[config.mk]
export PLATFORM = sky130hd
export DESIGN_NAME = unpacked_rr_arbiter_flat
export DESIGN_NICKNAME = d
export VERILOG_FILES = /design/src/rtl/unpacked_rr_arbiter_if.sv /design/src/rtl/unpacked_rr_arbiter.sv /design/src/flat_wrapper.sv
export SDC_FILE = /design/constraint.sdc
export NUM_CORES = 1
export LEC_CHECK = 0
export BUFFER_PORTS_ARGS = -buffer_cell sky130_fd_sc_hd__buf_2
export CORE_UTILIZATION = 45
export DETAILED_ROUTE_END_ITERATION = 8
export PLACE_DENSITY = 0.73
export SETUP_SLACK_MARGIN = 0.15
export SYNTH_ARGS = -nofsm -noshare
export SYNTH_HDL_FRONTEND = slang
export SYNTH_SLANG_ARGS = --single-unit
[constraint.sdc]
create_clock -name clock -period 5 [get_ports clock]
set_input_delay 1.25 -clock clock [delete_from_list [all_inputs] [get_ports clock]]
set_output_delay 1.25 -clock clock [all_outputs]
set_load 0.005 [all_outputs]
[src/rtl/unpacked_rr_arbiter_if.sv]
// unpacked_rr_arbiter_if: request/data/grant/output-slot/counter bundle for the round-robin arbiter
interface unpacked_rr_arbiter_if #(
  parameter int N  = 4,
  parameter int W  = 8,
  parameter int IW = $clog2(N)
);
  logic           req [N];
  logic [W-1:0]   data [N];
  logic           gnt [N];
  logic           out_valid;
  logic [W-1:0]   out_data;
  logic [IW-1:0]  out_id;
  logic           out_ready;
  logic           clr_cnt;
  logic [7:0]     gcnt [N];
  modport master (
    output req, data, out_ready, clr_cnt,
    input  gnt, out_valid, out_data, out_id, gcnt
  );
  modport slave (
    input  req, data, out_ready, clr_cnt,
    output gnt, out_valid, out_data, out_id, gcnt
  );
endinterface

[src/rtl/unpacked_rr_arbiter.sv]
// unpacked_rr_arbiter: round-robin sharing of one registered output slot among N requesters
module unpacked_rr_arbiter #(
  parameter int N  = 4,
  parameter int W  = 8,
  parameter int IW = $clog2(N)
) (
  input logic                  clock,
  input logic                  reset,
  unpacked_rr_arbiter_if.slave bus
);
  logic [IW-1:0] ptr_q, ptr_d, out_id_q, out_id_d, win;
  logic          out_valid_q, out_valid_d, hit, grant;
  logic [W-1:0]  out_data_q, out_data_d;
  logic [7:0]    gcnt_q [N];
  logic [7:0]    gcnt_d [N];
  // pick the first requester at or after ptr, then derive grant and next state
  always_comb begin
    hit = 1'b0;
    win = '0;
    for (int j = N - 1; j >= 0; j--) begin
      int s;
      s = int'(ptr_q) + j;
      s = s >= N ? s - N : s;
      if (bus.req[IW'(s)]) begin
        hit = 1'b1;
        win = IW'(s);
      end
    end
    grant = hit && (!out_valid_q || bus.out_ready) && !reset;
    for (int i = 0; i < N; i++) bus.gnt[i] = grant && win == IW'(i);
    ptr_d       = grant ? (win == IW'(N - 1) ? '0 : win + 1'b1) : ptr_q;
    out_valid_d = grant || (out_valid_q && !bus.out_ready);
    out_data_d  = grant ? bus.data[win] : out_data_q;
    out_id_d    = grant ? win : out_id_q;
    for (int i = 0; i < N; i++)
      gcnt_d[i] = bus.clr_cnt ? 8'd0 :
                  (grant && win == IW'(i) && gcnt_q[i] != 8'hFF) ? gcnt_q[i] + 8'd1 : gcnt_q[i];
  end
  // register pointer, output slot and grant counters
  always_ff @(posedge clock) begin
    if (reset) begin
      ptr_q       <= '0;
      out_valid_q <= 1'b0;
      out_data_q  <= '0;
      out_id_q    <= '0;
      for (int i = 0; i < N; i++) gcnt_q[i] <= 8'd0;
    end else begin
      ptr_q       <= ptr_d;
      out_valid_q <= out_valid_d;
      out_data_q  <= out_data_d;
      out_id_q    <= out_id_d;
      for (int i = 0; i < N; i++) gcnt_q[i] <= gcnt_d[i];
    end
  end
  assign bus.out_valid = out_valid_q;
  assign bus.out_data  = out_data_q;
  assign bus.out_id    = out_id_q;
  assign bus.gcnt      = gcnt_q;
endmodule

[src/flat_wrapper.sv]
// flat-port wrapper written by rule: the top's interface ports become plain ports
module unpacked_rr_arbiter_flat 
#(
  parameter int N  = 4,
  parameter int W  = 8,
  parameter int IW = $clog2(N)
)
  (clock, reset, bus_req, bus_data, bus_out_ready, bus_clr_cnt, bus_gnt, bus_out_valid, bus_out_data, bus_out_id, bus_gcnt);
  unpacked_rr_arbiter_if #(.N(N), .W(W), .IW(IW)) bus_i ();
  input logic clock;
  input logic reset;
  input wire logic [$bits(bus_i.req)-1:0] bus_req;
  input wire logic [$bits(bus_i.data)-1:0] bus_data;
  input wire logic [$bits(bus_i.out_ready)-1:0] bus_out_ready;
  input wire logic [$bits(bus_i.clr_cnt)-1:0] bus_clr_cnt;
  output wire logic [$bits(bus_i.gnt)-1:0] bus_gnt;
  output wire logic [$bits(bus_i.out_valid)-1:0] bus_out_valid;
  output wire logic [$bits(bus_i.out_data)-1:0] bus_out_data;
  output wire logic [$bits(bus_i.out_id)-1:0] bus_out_id;
  output wire logic [$bits(bus_i.gcnt)-1:0] bus_gcnt;
  assign bus_i.req = {>>{bus_req}};
  assign bus_i.data = {>>{bus_data}};
  assign bus_i.out_ready = bus_out_ready;
  assign bus_i.clr_cnt = bus_clr_cnt;
  assign bus_gnt = {>>{bus_i.gnt}};
  assign bus_out_valid = bus_i.out_valid;
  assign bus_out_data = bus_i.out_data;
  assign bus_out_id = bus_i.out_id;
  assign bus_gcnt = {>>{bus_i.gcnt}};
  unpacked_rr_arbiter #(.N(N), .W(W), .IW(IW)) u_core (.clock(clock), .reset(reset), .bus(bus_i));
endmodule
; After elaboration in Yosys (flattened, before gate mapping)
; Index checks and enable logic that the tools add are counted.
; Widths: inputs -> output; s select.
[word_totals]
register_bits = 45
output_inout_bits = 47
inputBits = 40
word_cells = 87
[op_classes]
n_eq_ne = 7
n_reduce_logical = 18
bitwise = 5
n_mux = 28
n_addsub = 12
magnitude_cmp = 9
[op_table]
columns = op, count
row1 = $add 8x1->8 const B, 4
row2 = $ne 8x8->1 const B, 4
row3 = $mux 2, 9
row4 = $bmux 8 s2, 1
row5 = $mux 8, 2
row6 = $ge 2x3->1 const B, 5
row7 = $ge 3x3->1 const B, 4
row8 = $mux 1, 12
row9 = $logic_and 1x1->1, 11
row10 = $bmux 1 s2, 4
row11 = $not 2->2, 4
row12 = $sub 2x1->2 const B, 4
row13 = $add 2x2->3 const B, 2
row14 = $eq 2x2->1 const B, 2
row15 = $add 2x1->3 const B, 1
row16 = $logic_not 1->1, 3
row17 = $not 2->3, 1
row18 = $add 2x1->2 const B, 1
row19 = $eq 2x1->1 const B, 1
row20 = $logic_not 2->1, 1
row21 = $logic_or 1x1->1, 2
row22 = $reduce_or 2->1, 1

; Depth between registers and ports, before layout
; Gate-level depths: netlist of the first run.
[depth]
word_depth = 15
depth_mapped = 7
ltp_nobuf = 5

; Least setup slack after synthesis of the first run
; OpenSTA, ideal clock, no wires.
[synth_path]
path_type = in2out
start = input port bus_req[3]
end = output port bus_gnt[1]
path_slack_ns = 1.301
arrival_ns = 2.449
stages = 6
path_cell_list = and2b_4 > or4_1 > nand3_1 > buf_2 > buf_4 > nor2_1
[synth_between]
elab_chain_len = 10
word_cells_on_any_way = 24
cone_classes = eq/ne (1) / mux (20) / reduce/logical (3)
[synth_rtl]
columns = element, line
row1 = "start, declared", flat_wrapper.sv:12  ; input wire logic [$bits(bus_i.req)-1:0] bus_req;
row2 = $bmux 1 s2, unpacked_rr_arbiter.sv:24  ; if (bus.req[IW'(s)]) begin
row3 = $mux 1 (implied by the code) (2 in a row), unpacked_rr_arbiter.sv:24
row4 = $mux 1 (4 in a row), unpacked_rr_arbiter.sv:24
row5 = $logic_and 1x1->1 (2 in a row), unpacked_rr_arbiter.sv:29  ; grant = hit && (!out_valid_q || bus.out_ready) && !reset;
row6 = $logic_and 1x1->1 (*), unpacked_rr_arbiter.sv:30  ; for (int i = 0; i < N; i++) bus.gnt[i] = grant && win == IW'(i);
row7 = "end, declared", flat_wrapper.sv:16  ; output wire logic [$bits(bus_i.gnt)-1:0] bus_gnt;
; Mark *: on every way between the ends. The rest lies on a longest branch, timed or not. The select of a mux whose other input is x is not followed.

; Worst setup path in the final report of the first run
[layout_path]
start = input port bus_req[2]
end = output port bus_gnt[1]
; Same word-level chain as after synthesis.

==> impl_results.md, run 1 <==
* First-pass detailed-route iteration total at 4
* Crit path capture type: primary output
* Fin cells at roughly 440
* Ys async rst share at 0%
* LEAKAGE at 1.30 nW
* Power per Cell Area at 252 nW/um^2
* Largest family of logic cells by synthesized area: simple AND/OR/NAND/NOR gates
* Arr. time, crit path at 2.85 ns
* Die Y at a little under 80 um
* Via count at between 2000 and 3000
* Vias per std cell at 5.99
* Max cap viols at 0
* Status: completed
* Net count after synthesis at 334
* Maximum vdd ir drop at ~0.00014 V
* Compound-gate portion of the synthesized area at 20.2%
* Post-synthesis mux area share at 7.88%
* DP Area at between 2000 and 3000 um^2
* Number of diodes at 0
* Core box area at about 5300 um^2
* Setup CP Type: in2out
* Most frequent CP cell: buf_2
* Seq cells post-synth at between 40 and 50
* Worst Hold Class: reg2reg
* Final Cell Area at 3070 um^2
* Tcrit/Tclk final at 81.9%
* Share of the synthesized area in the top cell type at 35.5%
* Final Util at about three fifths
* I/O Buffers at 86
* Final setup TNS at 0 ns
* Hold Crit Depth at 2
* Clk_lat worst skew at 0.30 ns
* Slew headroom at 47.2%
* Post-synthesis simple-gate area fraction at between 30 and 40%
* Top FF cell, synth: dfxtp_1
* Grt ovf at 0
* Ratio of cells with drive above 1 in the final layout at 28.5%
* Adder-cell share of the synthesized area at 1.97%
* CTS Sinks at 45
* Initial drt markers at between 150 and 200
* RSZ-0062 raised after global routing: false
* Seq/Total Area, Yosys at a little over a third
* Gate count after technology mapping at 290
* Final WL at ~6400 um
* Gr usage total at 22.0%
* Setup Skew at 0.00236 ns
* Clk slew on worst S/H paths at 0.08 ns
* Placed cells at 430
* Setup Viol. Count Final at 0
* Syn_area_per_cell at 8.76 um^2
* Worst-Margin Slew at a little under 0.8 ns
* Final ANT Viol Nets at 0
* Sequential cell area at 901 um^2
* Post-DP HPWL at 4610 um
* Clock root buffer: clkbuf_8
* IO Pins at 87
* CTS Buf Count at 5
* Worst r2r path cells at 5
* First-pass GRT wire length at 10700 um
* Slowest CP cell: nor4_1
* Final hold vios at 0
* Post-Synth XOR/XNOR Area at less than 1%
* Yosys cell types at 48
* Slew Limit Fails at 0
* Initial antenna violation count at 0
* # resized after CTS at 0
* H-tree depth at 2
* Buf/Inv on CP at 3
* Number of synthesized flops with an enable pin at 0
* Initial Utilization at 48.2%
* Fmax at approximately 240 MHz
* # nets final at 411
* Post-layout min period at 4.10 ns
* CP top delay family: simple AND/OR/NAND/NOR gates
* Critical Path Stages at 7
* Worst Setup Start Kind: input pin
* Number of global-route vias before repair at 2389
* Footprint of the multi-input gates at approximately 1500 um^2
* # fillers at 531
* Max incr delay on CP at 0.60 ns
* CTS Hold Bufs at 0
* Largest cells by area after synthesis: dfxtp_1, mux2i_1, o31ai_1
* DRC violations left at 0
* Gpl congestion at 0.882
* Bufs on Longest Clock Path at 2
* Die width at 77.1 um
* Crit path max fanout at 16
* Largest net degree at the start of global routing at 27
* DR WL/cell at ~15 um
* Row Count at 26
* YS warnings at 0
* CP cell instances: buf_2 > nor4_1 > nor3_4 > nand3_1 > buf_4 > nor2_1 > buf_2
* Setup Fix Bufs, Post-CTS at 0
* Crit path required time at between 3 and 4 ns
* Area leader, netlist: dfxtp_1
* Post-synthesis instance area at 2540 um^2
* Full die area at 5950 um^2
* Syn-to-layout area delta at 21.0%
* CTS tree: done
## cell type report
class,count,share of cell area (%)
clock buffer,6,2.36
clock inverter,2,0.326
inverter,2,0.244
multi-input combinational,225,50.4
sequential,45,29.3
tap,70,2.85
timing repair buffer,88,14.5
## where the power goes
part | internal, mW | total [mW] | switching (mW)
sequential | 0.375 | 0.386 | 0.0112
clock | 0.0971 | 0.222 | 0.125
combinational | 0.0676 | 0.165 | 0.0976
total | 0.540 | 0.773 | 0.233
## worst register-to-register path: stages (launching register included)
cell	delay (ns)
dfxtp_1	0.36
and2b_4	0.22
or4_1	0.52
a21oi_1	0.64
a31oi_1	0.17
a311oi_1	0.29
## path summary, 6_finish.rpt
check	to	start	slack, ns
setup / recovery	bus_gnt[1]	bus_req[2]	0.90
hold / removal	u_core.bus.out_id[1]$_SDFFE_PP0P_	u_core.bus.out_id[1]$_SDFFE_PP0P_	0.48
setup reg to reg	u_core.bus.gcnt[7]$_SDFFE_PP0P_	u_core.ptr_q[0]$_SDFFE_PP0P_	2.70
hold reg to reg	u_core.bus.out_id[1]$_SDFFE_PP0P_	u_core.bus.out_id[1]$_SDFFE_PP0P_	0.48
## layout by cell type (no fill, tap or decap), drive strengths merged, types with 3 or more instances in the layout
cell	instances
buf	88
dfxtp	45
a21oi	23
nand2	20
mux2i	20
o31ai	16
nor2	15
or4	14
nand3	14
nand4	11
nand3b	11
o221ai	8
nor4	7
nor2b	6
and4	6
or3	6
and3	6
clkbuf	6
o21ai	6
a31oi	5
ha	4
a311oi	3
a211oi	3
nor3	3
## kinds of logic after synthesis
| group | Yosys count |
|---|---|
| simple gates | 126 |
| mux | 20 |
| xor+xnor | 1 |
| compound gates | 74 |
| fa+ha+maj | 4 |
| flops | 45 |
| buf+inv | 20 |
## metrics by stage
stage / setup slack (ns) / total power, mW / hold WS [ns]
after floorplan: 1.30 / 0.506 / 0.453
after CTS: 0.892 / 0.778 / 0.483
final: 0.904 / 0.773 / 0.480
after global routing: 0.747 / 0.814 / 0.522
after detailed placement: 0.907 / 0.559 / 0.464
after global placement: 0.929 / 0.556 / 0.458
## flip-flops by register name, summed over array words and instances, names as in the netlist
| name | count |
|---|---|
| u_core.bus.out_valid | 1 |
| u_core.ptr_q | 2 |
| u_core.bus.gcnt | 32 |
| u_core.bus.out_data | 8 |
| u_core.bus.out_id | 2 |
## cells in the mapped netlist (2+ instances only)
master     n
buf_4      2
and3_1     6
nand3_1   14
or3_1      6
or4_1     14
buf_2      6
a31oi_1    5
a41oi_1    2
and4_1     6
clkbuf_1   9
nand4_1   11
a211oi_1   2
o31ai_1   16
nor2b_1    6
o311ai_0   2
nor4_1     6
a21oi_1   23
a311oi_1   3
nand4b_1   2
mux2i_1   20
o221ai_1   8
dfxtp_1   45
nor2_1    14
nand3b_1  11
o21ai_0    4
nand2_1   20
inv_1      2
ha_1       4
a211o_1    2
## routing by layer
| layer | track usage [%] | vias to the layer above | share of wire (%) | wire length, um |
|---|---|---|---|---|
| met5 | 0 | - | 0 | 0 |
| met2 | 34.2 | 97 | 46 | 2900 |
| li1 | - | 1304 | - | - |
| met4 | 6.60 | 0 | 1.5 | 93 |
| met1 | 29.3 | 1212 | 46 | 2950 |
| met3 | 6.07 | 12 | 6.7 | 424 |
No activity file was read; power rests on OpenSTA's default activity.
==> inputs of run 2 (changes only) <==
Settings changed: PLACE_DENSITY 0.73 to 0.76.
Clock period 5 ns to 3.3 ns, I/O delays scaled along.
==> run 2 against run 1 <==
Register-to-register slack worse by 1.5 ns. Clock skew is 0.0043 ns higher. Power is 57% higher. Largest power group unchanged. Sequential cell count stayed put. Setup slack worse by 0.62 ns. Cell area is 1.7% higher. Final cell count is 1.1% higher. Global-route usage is 0.77 points higher.
==> impl_results.md, run 2 (same netlist as run 1, synthesis figures left out) <==
* Status: completed
* Largest net degree at the start of global routing at 27
* Final hold vios at 0
* Worst r2r path cells at 6
* CTS Sinks at 45
* Bufs on Longest Clock Path at 2
* Switching share of power at a little under a third
* Grt ovf at 0
* Setup CP Type: in2out
* CTS Buf Count at 5
* Setup Viol. Count Final at 0
* Worst Setup Start Kind: input pin
* Maximum vdd ir drop at between 0.0002 and 0.00025 V
* Most frequent cells in the layout: buf_2, dfxtp_1, a21oi_1
* Setup Fix Bufs, Post-CTS at 0
* DR WL/cell at approximately 15 um
* # resized after CTS at 0
* Most frequent CP cell: buf_2
* Ratio of cells with drive above 1 in the final layout at 29.8%
* Comb power frac at between 20% and 30%
* Via count at between 2000 and 3000
* Post-layout min period at 3.02 ns
* Initial drt markers at around 140
* First-pass detailed-route iteration total at 5
* H-tree depth at 2
* Full die area at 5950 um^2
* Number of global-route vias before repair at 2406
* Max FFs per register at 32
* Slowest CP cell: nor2b_1
* Clock root buffer: clkbuf_8
* Hold Crit Depth at 2
* Arr. time, crit path at 2.19 ns
* Worst Hold Class: reg2reg
* Switching power at 367 uW
* Slew headroom at a little under half
* Power per Cell Area at 389 nW/um^2
* Gr usage total at between 20% and 30%
* Vias per std cell at 5.97
* Reg power frac at 48.2%
* Max cap viols at 0
* Initial antenna violation count at 0
* Commonest non-fill, non-tap cell in the layout: buf_2
* Core box area at ~5300 um^2
* RSZ-0062 raised after global routing: false
* Crit path max fanout at 10
* I/O Buffers at 86
* DRC violations left at 0
* CTS Hold Bufs at 0
* First-pass GRT wire length at 10900 um
* Part of the power in the clock network at 30.3%
* Number of diodes at 0
* LEAKAGE at between 1 and 1.5 nW
* Fmax at 331 MHz
* CTS tree: done
* Initial Utilization at 48.2%
* Worst-Margin Slew at 0.793 ns
* R2R Path Start: u_core.ptr_q[1]$_SDFFE_PP0P_
* Gpl congestion at 0.865
* Crit path capture type: primary output
* Die Y at 77.1 um
* Syn-to-layout area delta at 23.0%
* Reg2reg end: u_core.bus.gcnt[23]$_SDFFE_PP0P_
* Max incr delay on CP at 0.34 ns
* Final WL at 6660 um
* Worst setup endpoint: bus_gnt[0]
* Buf/Inv on CP at 2
* Slew Limit Fails at 0
* Final ANT Viol Nets at 0
* Clk slew on worst S/H paths at approximately 0.09 ns
* CP top delay family: simple AND/OR/NAND/NOR gates
* Post-DP HPWL at between 4000 and 5000 um
* Final Util at 59.3%
* IO Pins at 87
* Critical Path Stages at 6
* CP cell instances: buf_2 > nor2b_1 > a211o_1 > nand2_1 > nor2_1 > buf_2
* Clk_lat worst skew at 0.31 ns
* # nets final at 416
* Die width at 77.1 um
* Crit path required time at ~2.5 ns
* # fillers at 503
* Internal power at 848 uW
* Tcrit/Tclk final at 91.5%
* CP startpoint: bus_req[2]
* Setup Skew at 0.00669 ns
* Final setup TNS at 0 ns
* Row Count at 26
* Worst R2R Setup Slack at roughly 1.2 ns
[run 2: changes by cell type in the layout (fill, tap and decap cells not counted), sizes merged]
cell and change:
buf +5
[run 2: worst min-delay path by stage]
stage / from / to / slack, ns
2_1_floorplan: u_core.bus.out_id[0]$_SDFFE_PP0P_ / u_core.bus.out_id[0]$_SDFFE_PP0P_ / 0.45
3_5_place_dp: u_core.bus.out_id[0]$_SDFFE_PP0P_ / u_core.bus.out_id[0]$_SDFFE_PP0P_ / 0.47
4_1_cts: u_core.bus.out_id[0]$_SDFFE_PP0P_ / u_core.bus.out_id[0]$_SDFFE_PP0P_ / 0.49
6_report: u_core.bus.out_id[0]$_SDFFE_PP0P_ / u_core.bus.out_id[0]$_SDFFE_PP0P_ / 0.48
3_3_place_gp: u_core.bus.out_id[0]$_SDFFE_PP0P_ / u_core.bus.out_id[0]$_SDFFE_PP0P_ / 0.46
5_1_grt: u_core.bus.out_id[1]$_SDFFE_PP0P_ / u_core.bus.out_id[1]$_SDFFE_PP0P_ / 0.52
[run 2: final cells by class]
type	count	area [um^2]	share of cell area [%]
well taps	70	87.6	2.80
flip-flops and latches	45	901	28.8
clock inverters	2	13.8	0.441
clock buffers	6	82.6	2.64
multi-input cells	225	1550	49.6
repair buffers	93	483	15.5
inverters	2	7.51	0.240
[run 2: through the flow]
stage / instance area, um^2 / cells / hold WS [ns] / total power [mW] / setup WS [ns]
after floorplan: 2540 / 290 / 0.453 / 0.767 / 0.451
after global placement: 3030 / 435 / 0.459 / 0.853 / 0.362
after detailed placement: 3030 / 435 / 0.474 / 0.858 / 0.302
after CTS: 3120 / 443 / 0.486 / 1.22 / 0.301
after global routing: 3120 / 443 / 0.515 / 1.28 / 0.156
final: 3120 / 443 / 0.475 / 1.22 / 0.282
[run 2: worst register-to-register path, delay by kind of cell, from the launching register on]
family / cells / cell delay [ns]
compound gates: 4 / 0.88
flops: 1 / 0.48
simple gates: 1 / 0.47
buf+inv: 1 / 0.22
[run 2: power by group through the flow]
stage | combinational, mW | sequential (mW) | clock (mW)
after floorplan | 0.169 | 0.598 | 0
after global placement | 0.254 | 0.598 | 0
after detailed placement | 0.260 | 0.598 | 0
after CTS | 0.260 | 0.586 | 0.377
after global routing | 0.286 | 0.590 | 0.400
final | 0.260 | 0.586 | 0.369
[run 2: metal layers]
layer	part of all wire [%]	wire length [um]	vias up	global-route usage, %
met5	0	0	-	0
met4	1.4	91	0	7.55
met3	5.1	342	8	5.71
met2	49	3280	90	38.8
met1	44	2950	1240	27.6
li1	-	-	1308	-
